### src/rtl/axis_read_addr_if.sv
// Handshake bundle for axis_read_addr: config request, read-length hand-off to the
// read-data unpacker, the AXI AR channel, and a monitor-only tap of the R channel.
//   master : the address generator (drives cfg_ready, rd_*, axi_ar{addr,len,valid})
//   slave  : the surrounding system (drives cfg_*, rd_ready, axi_arready, axi_r*)
interface axis_read_addr_if #(
  parameter int unsigned CFG_DWIDTH     = 32,
  parameter int unsigned AXI_ADDR_WIDTH = 32
);
  logic [CFG_DWIDTH-1:0]     cfg_address;
  logic [CFG_DWIDTH-1:0]     cfg_length;
  logic                      cfg_valid;
  logic                      cfg_ready;

  logic [CFG_DWIDTH-1:0]     rd_length;
  logic                      rd_valid;
  logic                      rd_ready;

  logic [AXI_ADDR_WIDTH-1:0] axi_araddr;
  logic [7:0]                axi_arlen;
  logic                      axi_arvalid;
  logic                      axi_arready;

  logic                      axi_rvalid;
  logic                      axi_rready;
  logic                      axi_rlast;

  modport master (
    input  cfg_address, cfg_length, cfg_valid,
    output cfg_ready,
    output rd_length, rd_valid,
    input  rd_ready,
    output axi_araddr, axi_arlen, axi_arvalid,
    input  axi_arready,
    input  axi_rvalid, axi_rready, axi_rlast
  );

  modport slave (
    output cfg_address, cfg_length, cfg_valid,
    input  cfg_ready,
    input  rd_length, rd_valid,
    output rd_ready,
    input  axi_araddr, axi_arlen, axi_arvalid,
    output axi_arready,
    output axi_rvalid, axi_rready, axi_rlast
  );
endinterface

### src/rtl/axis_read_addr.sv
// AXI read-address generator. Accepts a (byte address, stream-word length) request,
// hands the length to the read-data unpacker, then splits the transfer into AXI
// bursts of at most BURST_MAX beats while keeping at most OUTSTANDING bursts in flight.
// Burst completion is observed on the R channel (rvalid & rready & rlast).
//
// Ports:
//   clk    : clock
//   rst_n  : asynchronous active-low reset
//   bus_io : axis_read_addr_if.master (cfg_*, rd_*, axi_ar*, axi_r* monitor)
//
// Build option: define AXIS_READ_4K_SPLIT_EN to additionally keep every burst inside
// one 4 KB page.
module axis_read_addr #(
  parameter int unsigned CFG_DWIDTH     = 32,
  parameter int unsigned AXI_ADDR_WIDTH = 32,
  parameter int unsigned AXI_DATA_WIDTH = 256,
  parameter int unsigned WIDTH_RATIO    = 8,
  parameter int unsigned BURST_MAX      = 16,
  parameter int unsigned OUTSTANDING    = 4
) (
  input  logic            clk,
  input  logic            rst_n,
  axis_read_addr_if.master bus_io
);

  localparam int unsigned BPB       = AXI_DATA_WIDTH / 8;
  localparam int unsigned OffBits   = $clog2(BPB);
  localparam int unsigned InflightW = $clog2(OUTSTANDING + 1);

  localparam logic [AXI_ADDR_WIDTH-1:0] LowMask  = AXI_ADDR_WIDTH'(BPB - 1);
  localparam logic [CFG_DWIDTH-1:0]     RatioC   = CFG_DWIDTH'(WIDTH_RATIO);
  localparam logic [CFG_DWIDTH-1:0]     BurstC   = CFG_DWIDTH'(BURST_MAX);
  localparam logic [InflightW-1:0]      MaxInfl  = InflightW'(OUTSTANDING);

  typedef enum logic [1:0] {StIdle, StConfig, StAddr, StDrain} state_e;

  state_e                    state_q, state_d;
  logic [AXI_ADDR_WIDTH-1:0] addr_q, addr_d;
  logic [CFG_DWIDTH-1:0]     remaining_q, remaining_d;
  logic [CFG_DWIDTH-1:0]     length_q, length_d;
  logic [InflightW-1:0]      inflight_q, inflight_d;
  // Low during reset so cfg_ready stays 0; set on the first edge after release.
  logic                      alive_q;

  logic                      cfg_ready;
  logic                      rd_valid;
  logic                      ar_valid;
  logic                      ar_fire;
  logic                      r_done;
  logic                      partial;
  logic [CFG_DWIDTH-1:0]     cfg_beats;
  logic [8:0]                burst_n;

  // beats = ceil(length / WIDTH_RATIO), written so it cannot overflow.
  assign partial   = (bus_io.cfg_length % RatioC) != '0;
  assign cfg_beats = (bus_io.cfg_length / RatioC) + CFG_DWIDTH'(partial);

`ifdef AXIS_READ_4K_SPLIT_EN
  logic [12:0] page_left;
  logic [12:0] page_beats;
  assign page_left  = 13'd4096 - {1'b0, addr_q[11:0]};
  assign page_beats = page_left / 13'(BPB);
`endif

  always_comb begin
    burst_n = (remaining_q < BurstC) ? 9'(remaining_q) : 9'(BURST_MAX);
`ifdef AXIS_READ_4K_SPLIT_EN
    if (page_beats < 13'(burst_n)) begin
      burst_n = 9'(page_beats);
    end
`endif
  end

  assign ar_fire = ar_valid & bus_io.axi_arready;
  // Late rlast with nothing in flight is dropped to avoid underflow.
  assign r_done  = bus_io.axi_rvalid & bus_io.axi_rready & bus_io.axi_rlast &
                   (inflight_q != '0);

  always_comb begin
    inflight_d = inflight_q + InflightW'(ar_fire) - InflightW'(r_done);
  end

  always_comb begin
    state_d     = state_q;
    addr_d      = addr_q;
    remaining_d = remaining_q;
    length_d    = length_q;
    cfg_ready   = 1'b0;
    rd_valid    = 1'b0;
    ar_valid    = 1'b0;
    case (state_q)
      StIdle: begin
        cfg_ready = alive_q;
        if (alive_q && bus_io.cfg_valid) begin
          addr_d      = AXI_ADDR_WIDTH'(bus_io.cfg_address) & ~LowMask;
          length_d    = bus_io.cfg_length;
          remaining_d = cfg_beats;
          if (bus_io.cfg_length != '0) begin
            state_d = StConfig;
          end
        end
      end
      StConfig: begin
        rd_valid = 1'b1;
        if (bus_io.rd_ready) begin
          state_d = StAddr;
        end
      end
      StAddr: begin
        // Only inflight can change while stalled, and only downward, so the
        // AR payload (addr_q, burst_n) holds until accepted.
        ar_valid = (remaining_q != '0) && (inflight_q < MaxInfl);
        if (ar_fire) begin
          addr_d      = addr_q + (AXI_ADDR_WIDTH'(burst_n) << OffBits);
          remaining_d = remaining_q - CFG_DWIDTH'(burst_n);
          if (remaining_q == CFG_DWIDTH'(burst_n)) begin
            state_d = StDrain;
          end
        end
      end
      StDrain: begin
        if (inflight_q == '0) begin
          state_d = StIdle;
        end
      end
      default: state_d = StIdle;
    endcase
  end

  always_ff @(posedge clk or negedge rst_n) begin
    if (!rst_n) begin
      state_q     <= StIdle;
      addr_q      <= '0;
      remaining_q <= '0;
      length_q    <= '0;
      inflight_q  <= '0;
      alive_q     <= 1'b0;
    end else begin
      state_q     <= state_d;
      addr_q      <= addr_d;
      remaining_q <= remaining_d;
      length_q    <= length_d;
      inflight_q  <= inflight_d;
      alive_q     <= 1'b1;
    end
  end

  assign bus_io.cfg_ready   = cfg_ready;
  assign bus_io.rd_valid    = rd_valid;
  assign bus_io.rd_length   = length_q;
  assign bus_io.axi_arvalid = ar_valid;
  assign bus_io.axi_araddr  = addr_q;
  assign bus_io.axi_arlen   = ar_valid ? 8'(burst_n - 9'd1) : 8'd0;

endmodule

### src/flat_wrapper.sv
// flat-port wrapper written by rule: the top's interface ports become plain ports
module axis_read_addr_flat 
#(
  parameter int unsigned CFG_DWIDTH     = 32,
  parameter int unsigned AXI_ADDR_WIDTH = 32,
  parameter int unsigned AXI_DATA_WIDTH = 256,
  parameter int unsigned WIDTH_RATIO    = 8,
  parameter int unsigned BURST_MAX      = 16,
  parameter int unsigned OUTSTANDING    = 4
)
  (clk, rst_n, bus_io_cfg_address, bus_io_cfg_length, bus_io_cfg_valid, bus_io_cfg_ready, bus_io_rd_length, bus_io_rd_valid, bus_io_rd_ready, bus_io_axi_araddr, bus_io_axi_arlen, bus_io_axi_arvalid, bus_io_axi_arready, bus_io_axi_rvalid, bus_io_axi_rready, bus_io_axi_rlast);
  axis_read_addr_if #(.CFG_DWIDTH(CFG_DWIDTH), .AXI_ADDR_WIDTH(AXI_ADDR_WIDTH)) bus_io_i ();
  input  logic clk;
  input  logic rst_n;
  input wire logic [$bits(bus_io_i.cfg_address)-1:0] bus_io_cfg_address;
  input wire logic [$bits(bus_io_i.cfg_length)-1:0] bus_io_cfg_length;
  input wire logic [$bits(bus_io_i.cfg_valid)-1:0] bus_io_cfg_valid;
  output wire logic [$bits(bus_io_i.cfg_ready)-1:0] bus_io_cfg_ready;
  output wire logic [$bits(bus_io_i.rd_length)-1:0] bus_io_rd_length;
  output wire logic [$bits(bus_io_i.rd_valid)-1:0] bus_io_rd_valid;
  input wire logic [$bits(bus_io_i.rd_ready)-1:0] bus_io_rd_ready;
  output wire logic [$bits(bus_io_i.axi_araddr)-1:0] bus_io_axi_araddr;
  output wire logic [$bits(bus_io_i.axi_arlen)-1:0] bus_io_axi_arlen;
  output wire logic [$bits(bus_io_i.axi_arvalid)-1:0] bus_io_axi_arvalid;
  input wire logic [$bits(bus_io_i.axi_arready)-1:0] bus_io_axi_arready;
  input wire logic [$bits(bus_io_i.axi_rvalid)-1:0] bus_io_axi_rvalid;
  input wire logic [$bits(bus_io_i.axi_rready)-1:0] bus_io_axi_rready;
  input wire logic [$bits(bus_io_i.axi_rlast)-1:0] bus_io_axi_rlast;
  assign bus_io_i.cfg_address = bus_io_cfg_address;
  assign bus_io_i.cfg_length = bus_io_cfg_length;
  assign bus_io_i.cfg_valid = bus_io_cfg_valid;
  assign bus_io_cfg_ready = bus_io_i.cfg_ready;
  assign bus_io_rd_length = bus_io_i.rd_length;
  assign bus_io_rd_valid = bus_io_i.rd_valid;
  assign bus_io_i.rd_ready = bus_io_rd_ready;
  assign bus_io_axi_araddr = bus_io_i.axi_araddr;
  assign bus_io_axi_arlen = bus_io_i.axi_arlen;
  assign bus_io_axi_arvalid = bus_io_i.axi_arvalid;
  assign bus_io_i.axi_arready = bus_io_axi_arready;
  assign bus_io_i.axi_rvalid = bus_io_axi_rvalid;
  assign bus_io_i.axi_rready = bus_io_axi_rready;
  assign bus_io_i.axi_rlast = bus_io_axi_rlast;
  axis_read_addr #(.CFG_DWIDTH(CFG_DWIDTH), .AXI_ADDR_WIDTH(AXI_ADDR_WIDTH), .AXI_DATA_WIDTH(AXI_DATA_WIDTH), .WIDTH_RATIO(WIDTH_RATIO), .BURST_MAX(BURST_MAX), .OUTSTANDING(OUTSTANDING)) u_core (.clk(clk), .rst_n(rst_n), .bus_io(bus_io_i));
endmodule
### config.mk
export PLATFORM = sky130hd
export DESIGN_NAME = axis_read_addr_flat
export DESIGN_NICKNAME = d
export VERILOG_FILES = /design/src/rtl/axis_read_addr_if.sv /design/src/rtl/axis_read_addr.sv /design/src/flat_wrapper.sv
export SDC_FILE = /design/constraint.sdc
export NUM_CORES = 1
export LEC_CHECK = 0
export CAP_MARGIN = 0
export CELL_PAD_IN_SITES_DETAIL_PLACEMENT = 2
export CELL_PAD_IN_SITES_GLOBAL_PLACEMENT = 2
export CORE_ASPECT_RATIO = 1.2
export CORE_MARGIN = 2
export CORE_UTILIZATION = 25
export CTS_CLUSTER_SIZE = 40
export DETAILED_ROUTE_END_ITERATION = 12
export PLACE_DENSITY = 0.8
export SLEW_MARGIN = 30
export SYNTH_ARGS = -nofsm -noshare
export SYNTH_HDL_FRONTEND = slang
export SYNTH_SLANG_ARGS = --single-unit
export TNS_END_PERCENT = 20
### constraint.sdc
create_clock -name clk -period 3.75 [get_ports clk]
set_input_delay 0.75 -clock clk [delete_from_list [all_inputs] [get_ports clk]]
set_output_delay 0.75 -clock clk [all_outputs]
set_load 0.01 [all_outputs]
==> reports/metrics.yaml <==
yosys-top-cells-area: "dfrtp_1 (37%), mux2_2 (6.0%), nor2_1 (3.5%)"
grt_first_pass_wirelength_mm: 40.5
syn-instance-count: 745
drv_cap: 0
die_area_um2: 27700
final_common_cell: "clkdlybuf4s50_1"
place_inst: 1246
fmax_mhz: 260
netlist-cell-type-count: 82
route.detailed.drc: 0
slew_viol_final: 0
status: "finished with violations"
firstDrtPassIters: 4
avgSynthCellArea_um2: 8.85
synth-async-reset-ratio_pct: 100
initial_core_util_pct: 25.3
htreeDepth: 3
syn2layout_area_growth_pct: 40.6
die_h_um: 182
rsz0062_at_grt: "yes"
drive_gt1_share_pct: 19.0
vias: 6672
cp.arrival_ps: 4090
nets: 1026
clkLatencyLatePin_ps: 370
setup_viol_count_final: 9
crit_fanout: 4
gp_congestion: 0.777
worstMarginPinSlew_ps: 719
p_switching_w: 0.00313
vias_per_cell: 5.24
fin_ws_ps: -90.1
slew_headroom_pct: 52.1
r2r_cells: 16
finalHoldViolCount: 0
cts_inserted_buffers: 9
synth.largest_area_cell: "dfrtp_1"
synth_edf_count: 0
setup.worst_path.end_class: "flop"
worstReg2RegStart: "u_core.remaining_q[11]$_DFFE_PN0P_"
grt_util_all_layers_pct: 18.2
pwr-share-comb_pct: 57.5
fin_hold_ws_ps: 446
cts.sinks: 97
io_buffers: 134
synth_top_area_share_pct: 36.8
cts_tree: "done"
path_clk_slew_ps: 80
final_cell_count_no_fill: 1274
layout_common_cells: "clkdlybuf4s50_1 (127), dfrtp_1 (97), buf_4 (73)"
p_leak_nw: 3.71
powerDensity_nw_per_um2: 770
p_sw_share_pct: 43.8
clock_path_buffers: 2
ys_ff_latch: 97
p_seq_share_pct: 28.8
power.share.clock_pct: 13.7
ios: 147
yosysSeqAreaShare_pct: 36.8
fin_crit_ps: 3840
cts-root-buf: "clkbuf_16"
startpoint_type: "flop"
dieWidth_um: 152
fillers: 2922
dp_hpwl_mm: 18.6
finClkSkew_ps: 15.1
p_int_w: 0.00401
yosys_warnings: 0
critPathKind: "flop to flop"
ant_nets: 0
row_count: 65
antenna_found_initial: 0
fin_crit_sh_pct: 102
grt_overflow: 0
grt_max_degree: 52
drtIter0Drc: 212
grt_pass1_vias: 7257
core_um2: 26100
violations: "negative setup slack"
routed_wl_mm: 25.5
hp-class: "primary input to async pin"
r2r_end: "u_core.bus_io.axi_araddr[29]$_DFFE_PN0P_"
wl_per_cell_um: 20.0
synthFlopType: "dfrtp_1"
r2r_slack_ps: -90
cp.required_ps: 4000
syn_area_um2: 6600
diodes: 0
ir_drop_mv: 0.291
power by group through the flow:
stage | sequential, W | clock, W | combinational (W)
floorplan | 0.00211 | 0 | 0.00204
global placement | 0.00202 | 0 | 0.00385
detailed placement | 0.00206 | 0 | 0.00399
CTS | 0.00205 | 0.00101 | 0.00402
global route | 0.00214 | 0.00103 | 0.00450
finish | 0.00206 | 0.000974 | 0.00410
critical path, stage by stage, from the launching register on:
cell      delay [ps]
dfrtp_1          380
or4_4            540
nand4b_4         210
nor3_4           320
buf_6            150
nand2_4           50
inv_4             70
ha_4             120
inv_2             40
fa_2             360
nor2b_1          120
o21a_1           180
nor2_2            80
o221a_4          320
o31ai_4          350
a41oi_2          160
a211o_1          290
registers in the layout, indices dropped and copies added, names as in the netlist:
register,count
u_core.bus_io.rd_length,32
u_core.remaining_q,32
u_core.bus_io.axi_araddr,27
u_core.inflight_q,3
u_core.state_q,2
u_core.alive_q,1
worst max path at each step:
stage                                       startpoint                                       end  slack (ps)  depth (start not counted)
finish              u_core.remaining_q[11]$_DFFE_PN0P_  u_core.bus_io.axi_araddr[29]$_DFFE_PN0P_         -90                         16
detailed placement  u_core.remaining_q[18]$_DFFE_PN0P_  u_core.bus_io.axi_araddr[30]$_DFFE_PN0P_        -110                         14
global placement    u_core.remaining_q[27]$_DFFE_PN0P_  u_core.bus_io.axi_araddr[30]$_DFFE_PN0P_          50                         14
floorplan           u_core.remaining_q[22]$_DFFE_PN0P_  u_core.bus_io.axi_araddr[31]$_DFFE_PN0P_           4                         16
global route        u_core.remaining_q[11]$_DFFE_PN0P_  u_core.bus_io.axi_araddr[29]$_DFFE_PN0P_        -290                         16
CTS                 u_core.remaining_q[13]$_DFFE_PN0P_  u_core.bus_io.axi_araddr[30]$_DFFE_PN0P_        -140                         15
cell type report:
type	count	area, µm²	share of cell area, %
clock buffer	10	239	2.58
clock inverter	6	55.1	0.594
inverter	26	100	1.08
multi-input combinational	588	4070	43.8
sequential	97	2430	26.2
tap	335	419	4.52
timing repair buffer	212	1970	21.2
cells by family after synthesis:
family,Yosys count,synth area share [%]
flops,97,36.8
buf+inv,71,4.72
simple gates,288,23.1
xor+xnor,35,4.65
compound gates,191,19.7
other cells,2,0.114
fa+ha+maj,20,4.02
mux,41,6.89
stage by stage:
stage | power, W | area [µm²] | utilization, % | setup WS (ps) | TNS, ps
after floorplan | 0.00414 | 6670 | - | 3.88 | 0
after global placement | 0.00587 | 8750 | 33.5 | 54.6 | 0
after detailed placement | 0.00605 | 8750 | 33.5 | -111 | -134
after CTS | 0.00708 | 9070 | 34.7 | -142 | -142
after global routing | 0.00767 | 9270 | 35.5 | -288 | -2590
final | 0.00714 | 9270 | 35.5 | -90.1 | -439
repair_timing:
item,CTS,global route
setup endpoints to repair,10,21
buffers inserted,1,11
gates resized for setup,11,28
pin swaps,1,15
hold buffers,0,0
cloned,0,0
layer usage:
| metal | GRT usage, % | up-vias | share of wire (%) |
|---|---|---|---|
| li1 | - | 3127 | - |
| met1 | 22.4 | 3390 | 43 |
| met2 | 33.2 | 140 | 52 |
| met3 | 2.60 | 15 | 3.8 |
| met4 | 4.34 | 0 | 0.86 |
| met5 | 0 | - | 0 |
cell usage after synthesis (all sizes together), types with 4 or more instances:
library cell / count
nor3b: 6
and2: 9
or3: 10
a21o: 6
nand3: 34
o21a: 7
or4: 8
xor2: 11
mux2i: 6
nand2: 60
nor4: 16
and3: 14
o22ai: 25
mux2: 35
nor2: 64
o21ai: 42
nand4: 15
clkbuf: 28
o211ai: 4
a31oi: 9
inv: 25
dfrtp: 97
o41ai: 4
ha: 18
xnor2: 24
a21oi: 41
o31ai: 4
buf: 17
nor3: 27
and4: 5
a211oi: 4
nand2b: 4
Power figures use the tool's default switching activity.
==> edit 1 (config.mk and constraints unchanged) <==
`CFG_DWIDTH` is set to 32 in 3 places; all go to 24.
--- a/src/rtl/axis_read_addr_if.sv
+++ b/src/rtl/axis_read_addr_if.sv
@@ -4,5 +4,5 @@
 //   slave  : the surrounding system (drives cfg_*, rd_ready, axi_arready, axi_r*)
 interface axis_read_addr_if #(
-  parameter int unsigned CFG_DWIDTH     = 32,
+  parameter int unsigned CFG_DWIDTH     = 24,
   parameter int unsigned AXI_ADDR_WIDTH = 32
 );
--- a/src/rtl/axis_read_addr.sv
+++ b/src/rtl/axis_read_addr.sv
@@ -12,5 +12,5 @@
 // one 4 KB page.
 module axis_read_addr #(
-  parameter int unsigned CFG_DWIDTH     = 32,
+  parameter int unsigned CFG_DWIDTH     = 24,
   parameter int unsigned AXI_ADDR_WIDTH = 32,
   parameter int unsigned AXI_DATA_WIDTH = 256,
--- a/src/flat_wrapper.sv
+++ b/src/flat_wrapper.sv
@@ -2,5 +2,5 @@
 module axis_read_addr_flat 
 #(
-  parameter int unsigned CFG_DWIDTH     = 32,
+  parameter int unsigned CFG_DWIDTH     = 24,
   parameter int unsigned AXI_ADDR_WIDTH = 32,
   parameter int unsigned AXI_DATA_WIDTH = 256,
Ports: changed (resized bus_io_cfg_address, bus_io_cfg_length and bus_io_rd_length); port bits go from 147 to 123. No check against the original RTL was run, so the function may have changed too.
==> edit 1 against the unedited design <==
  * The run still ends with setup timing left
  * Global-route usage fell by 0.25 points
  * Power fell by 28%
  * Setup slack got worse by 0.036 ns
  * Wire length fell by 26%
  * Cell area fell by 21%
  * Sequential cell count fell by 16
  * Synthesized area fell by 21%
  * Via count fell by 22%
  * Utilization rose by 0.57 points
  * Critical path type unchanged
  * Largest power group unchanged
==> edit 1: results (changes against the unedited design) <==
outcome:
  outcome: "complete, but fails checks"
  violations: "setup timing"
global_route:
  first_global_vias: 5703  # -21%
  grtUsageMet2: 0.317  # -0.0153
  use_met1: 0.221  # -0.00373
  grt_max_degree: 72  # +38%
  use_met3: 0.0303  # +0.00426
  grt_util_all_layers: 0.179  # -0.00253
timing:
  finClkSkew_ns: 0.00931  # -0.00580 ns
  setup_violations: 7  # -2
  layout_setup_ws_ns: -0.127  # -0.0365 ns
  final.setup.tns_ns: -0.572  # -0.133 ns
clocking:
  clk_latency_ns: 0.35  # -0.02 ns
finish:
  drive_gt1_frac: 0.139  # -0.0510
  nets: 837  # -18%
detailed_routing:
  wire_per_inst_microns: 18.2  # -9.0%
  via_per_inst: 5.03  # -4.0%
  wl_met2_mm: 9.50  # -28%
power_and_ir_drop:
  power.internal_uw: 3080  # -23%
  leakage_uw: 0.00311  # -16%
  combinationalPower_uw: 2580  # -37%
logic_synthesis:
  ys_types: 71  # -13%
  ys_seq_area_frac: 0.391  # +0.0229
  yosys-top-cells-count: "118 x nand2_1, 81 x dfrtp_1, 44 x nor2_1, 42 x o21ai_0, 31 x a21oi_1"
  synth_area_leaders: "dfrtp_1 39%, nand2_1 8.5%, ha_1 4.6%, o21ai_0 4.1%, xnor2_1 3.9%"
setup_path:
  critPathLaunch: "u_core.remaining_q[14]"
  rr_worst_depth: 16  # unchanged
place:
  hpwl_mm: 13.6  # -27%
  portBuffers: 110  # -18%
  gp_congestion: 0.795  # +2.3%
edit 1: cell count changes after synthesis, moves of 10 or more:
cell,before,now
nor3_1,26,14
nand2_1,60,118
o22ai_1,25,1
nor2_1,62,44
mux2_2,35,1
nand3_1,34,15
dfrtp_1,97,81
clkbuf_1,27,17
edit 1: final timing paths:
path / end / slack, ns
max in group asynchronous: u_core.inflight_q[0] / 2.70
min reg2reg: u_core.bus_io.rd_length[11] / 0.48
max: u_core.bus_io.axi_araddr[23] / -0.13
min in group clk: u_core.bus_io.rd_length[11] / 0.48
min: u_core.bus_io.axi_araddr[7] / 0.39
max reg2reg: u_core.bus_io.axi_araddr[23] / -0.13
edit 1: timing repair:
action                                  CTS  global route
resized for setup                        10            31
pin swaps                                 1            12
gates cloned                              0             0
endpoints found under the setup margin   14            17
buffers inserted                          0             3
edit 1: through the flow:
step / area (sq um) / setup slack (ns) / std cells / power, uW
final: 7330 / -0.127 / 1030 / 5170
after global routing: 7330 / -0.319 / 1030 / 5590
after CTS: 7200 / -0.105 / 1027 / 5180
after detailed placement: 6870 / -0.138 / 1011 / 4130
after global placement: 6860 / -0.0808 / 1011 / 4010
after floorplan: 5240 / 0.0286 / 624 / 2900
edit 1: cell type report:
type,instances,area [sq um],area share
inverter,21,78.8,0.0107
tap,265,332,0.0452
timing repair buffer,160,1470,0.200
clock inverter,7,103,0.0140
clock buffer,9,225,0.0307
multi-input combinational,487,3100,0.423
sequential,81,2030,0.276
edit 1: cells by family after synthesis:
kind of cell / after synthesis / synth area share
buffers and inverters: 56 / 0.0497
other: 2 / 0.00145
multiplexers: 9 / 0.0176
XOR/XNOR: 36 / 0.0608
AND/OR/NAND/NOR: 271 / 0.250
AO/OA/AOI/OAI: 137 / 0.176
adder cells (fa/ha/maj): 21 / 0.0536
flip-flops: 81 / 0.391
==> edit 2 (config.mk and constraints unchanged) <==
Without the edit above. `addr_q` no longer has a reset.
--- a/src/rtl/axis_read_addr.sv
+++ b/src/rtl/axis_read_addr.sv
@@ -131,5 +131,4 @@
     if (!rst_n) begin
       state_q     <= StIdle;
-      addr_q      <= '0;
       remaining_q <= '0;
       length_q    <= '0;
@@ -138,5 +137,4 @@
     end else begin
       state_q     <= state_d;
-      addr_q      <= addr_d;
       remaining_q <= remaining_d;
       length_q    <= length_d;
@@ -144,4 +142,8 @@
       alive_q     <= 1'b1;
     end
+  end
+
+  always_ff @(posedge clk) begin
+    addr_q <= addr_d;
   end
 
Behaviour: differs if rst_n is asserted again (counterexample within 4 cycles, from zero or initial values and one cycle with rst_n low); with rst_n held inactive, the same outputs for 4 cycles.
==> edit 2 against the unedited design <==
  * The run still ends with setup timing left
  * Sequential cell count unchanged
  * Power decreased by 1.1%
  * Synthesized area fell by 4.0%
  * Cell area decreased by 2.3%
  * Via count fell by 9.0%
  * Setup slack improved by 0.033 ns
  * Synthesized cell count decreased by 9.0%
  * Sequential power is 5% higher
  * Wire length decreased by 12%
  * Critical path type unchanged
  * Critical endpoint is now u_core.bus_io.axi_araddr[21]
==> edit 2: results (changes against the unedited design) <==
timing:
  finClkSkew_ns: 0.0108  # -0.00427 ns
  setup_violations: 8  # -1
  tightest_slew_ns: 0.973  # +0.254 ns
  layout_setup_ws_ns: -0.0572  # +0.0328 ns
detailed_routing:
  wl_met2_mm: 12.0  # -9.2%
  wl_met1_mm: 9.47  # -15%
  wire_per_inst_microns: 18.6  # -6.9%
  dr_total_vias: 6072  # -9.0%
  drt_iter0_markers: 195  # -8.0%
global_route:
  use_met1: 0.195  # -0.0297
  first_global_vias: 6802  # -6.3%
  grtUsageMet2: 0.333  # +0.00106
  grt_max_degree: 54  # +3.8%
  grt_pass1_wl_mm: 36.1  # -11%
  use_met3: 0.0256  # -0.000439
setup_path:
  timing.rr.start: "u_core.remaining_q[9]"
  cp-endpoint: "u_core.bus_io.axi_araddr[21]"
  rr_worst_depth: 17  # +1
  worstPathArrival_ns: 3.89  # -0.20 ns
outcome:
  violations: "setup timing"
  outcome: "complete, but fails checks"
logic_synthesis:
  synth_mux_area_frac: 0.0735  # +0.00464
  synth_edf_count: 27  # +27
  ys_types: 71  # -13%
  synth_area_leaders: "dfrtp_1 28%, edfxtp_1 13%, mux2_2 6.4%, xnor2_1 4.6%, a21oi_1 3.9%"
  async_flop_share: 0.722  # -0.278
  synth_fa_ha_area_frac: 0.0435  # +0.00325
  synth_compound_area_frac: 0.172  # -0.0246
  synth-xor-area-share: 0.0692  # +0.0227
power_and_ir_drop:
  power_uw: 7060  # -1.1%
  p_clk_uw: 954  # -2.1%
  leakage_uw: 0.00350  # -5.7%
  swShare: 0.423  # -0.0158
  p_comb_frac: 0.559  # -0.016
place:
  gp_congestion: 0.754  # -3.0%
  hpwl_mm: 16.5  # -11%
finish:
  fillers: 2716  # -7.0%
  drive_gt1_frac: 0.203  # +0.0136
  nets: 968  # -5.7%
## edit 2: cell type report
cell class / count / share of cell area
Multi-Input combinational cell: 532 / 0.417
Inverter: 29 / 0.0123
Clock buffer: 10 / 0.0264
Timing Repair Buffer: 207 / 0.211
Sequential cell: 97 / 0.283
Clock inverter: 6 / 0.00511
Tap cell: 325 / 0.0449
## edit 2: per-stage QoR
step / std cells / area (sq um) / setup TNS, ns / setup WS [ns] / hold slack, ns
after CTS: 1200 / 8950 / -1.67 / -0.216 / 0.464
after global placement: 1178 / 8500 / -3.60 / -0.313 / 0.467
after global routing: 1206 / 9060 / -3.11 / -0.201 / 0.499
after floorplan: 689 / 6440 / -1.25 / -0.208 / 0.454
after detailed placement: 1178 / 8500 / -6.10 / -0.446 / 0.493
final: 1206 / 9060 / -0.215 / -0.0572 / 0.445
## edit 2: repair_timing
item	CTS	global route
buffers inserted	5	6
pin swaps	9	20
setup endpoints to repair	26	24
cloned	1	0
resized for setup	29	13
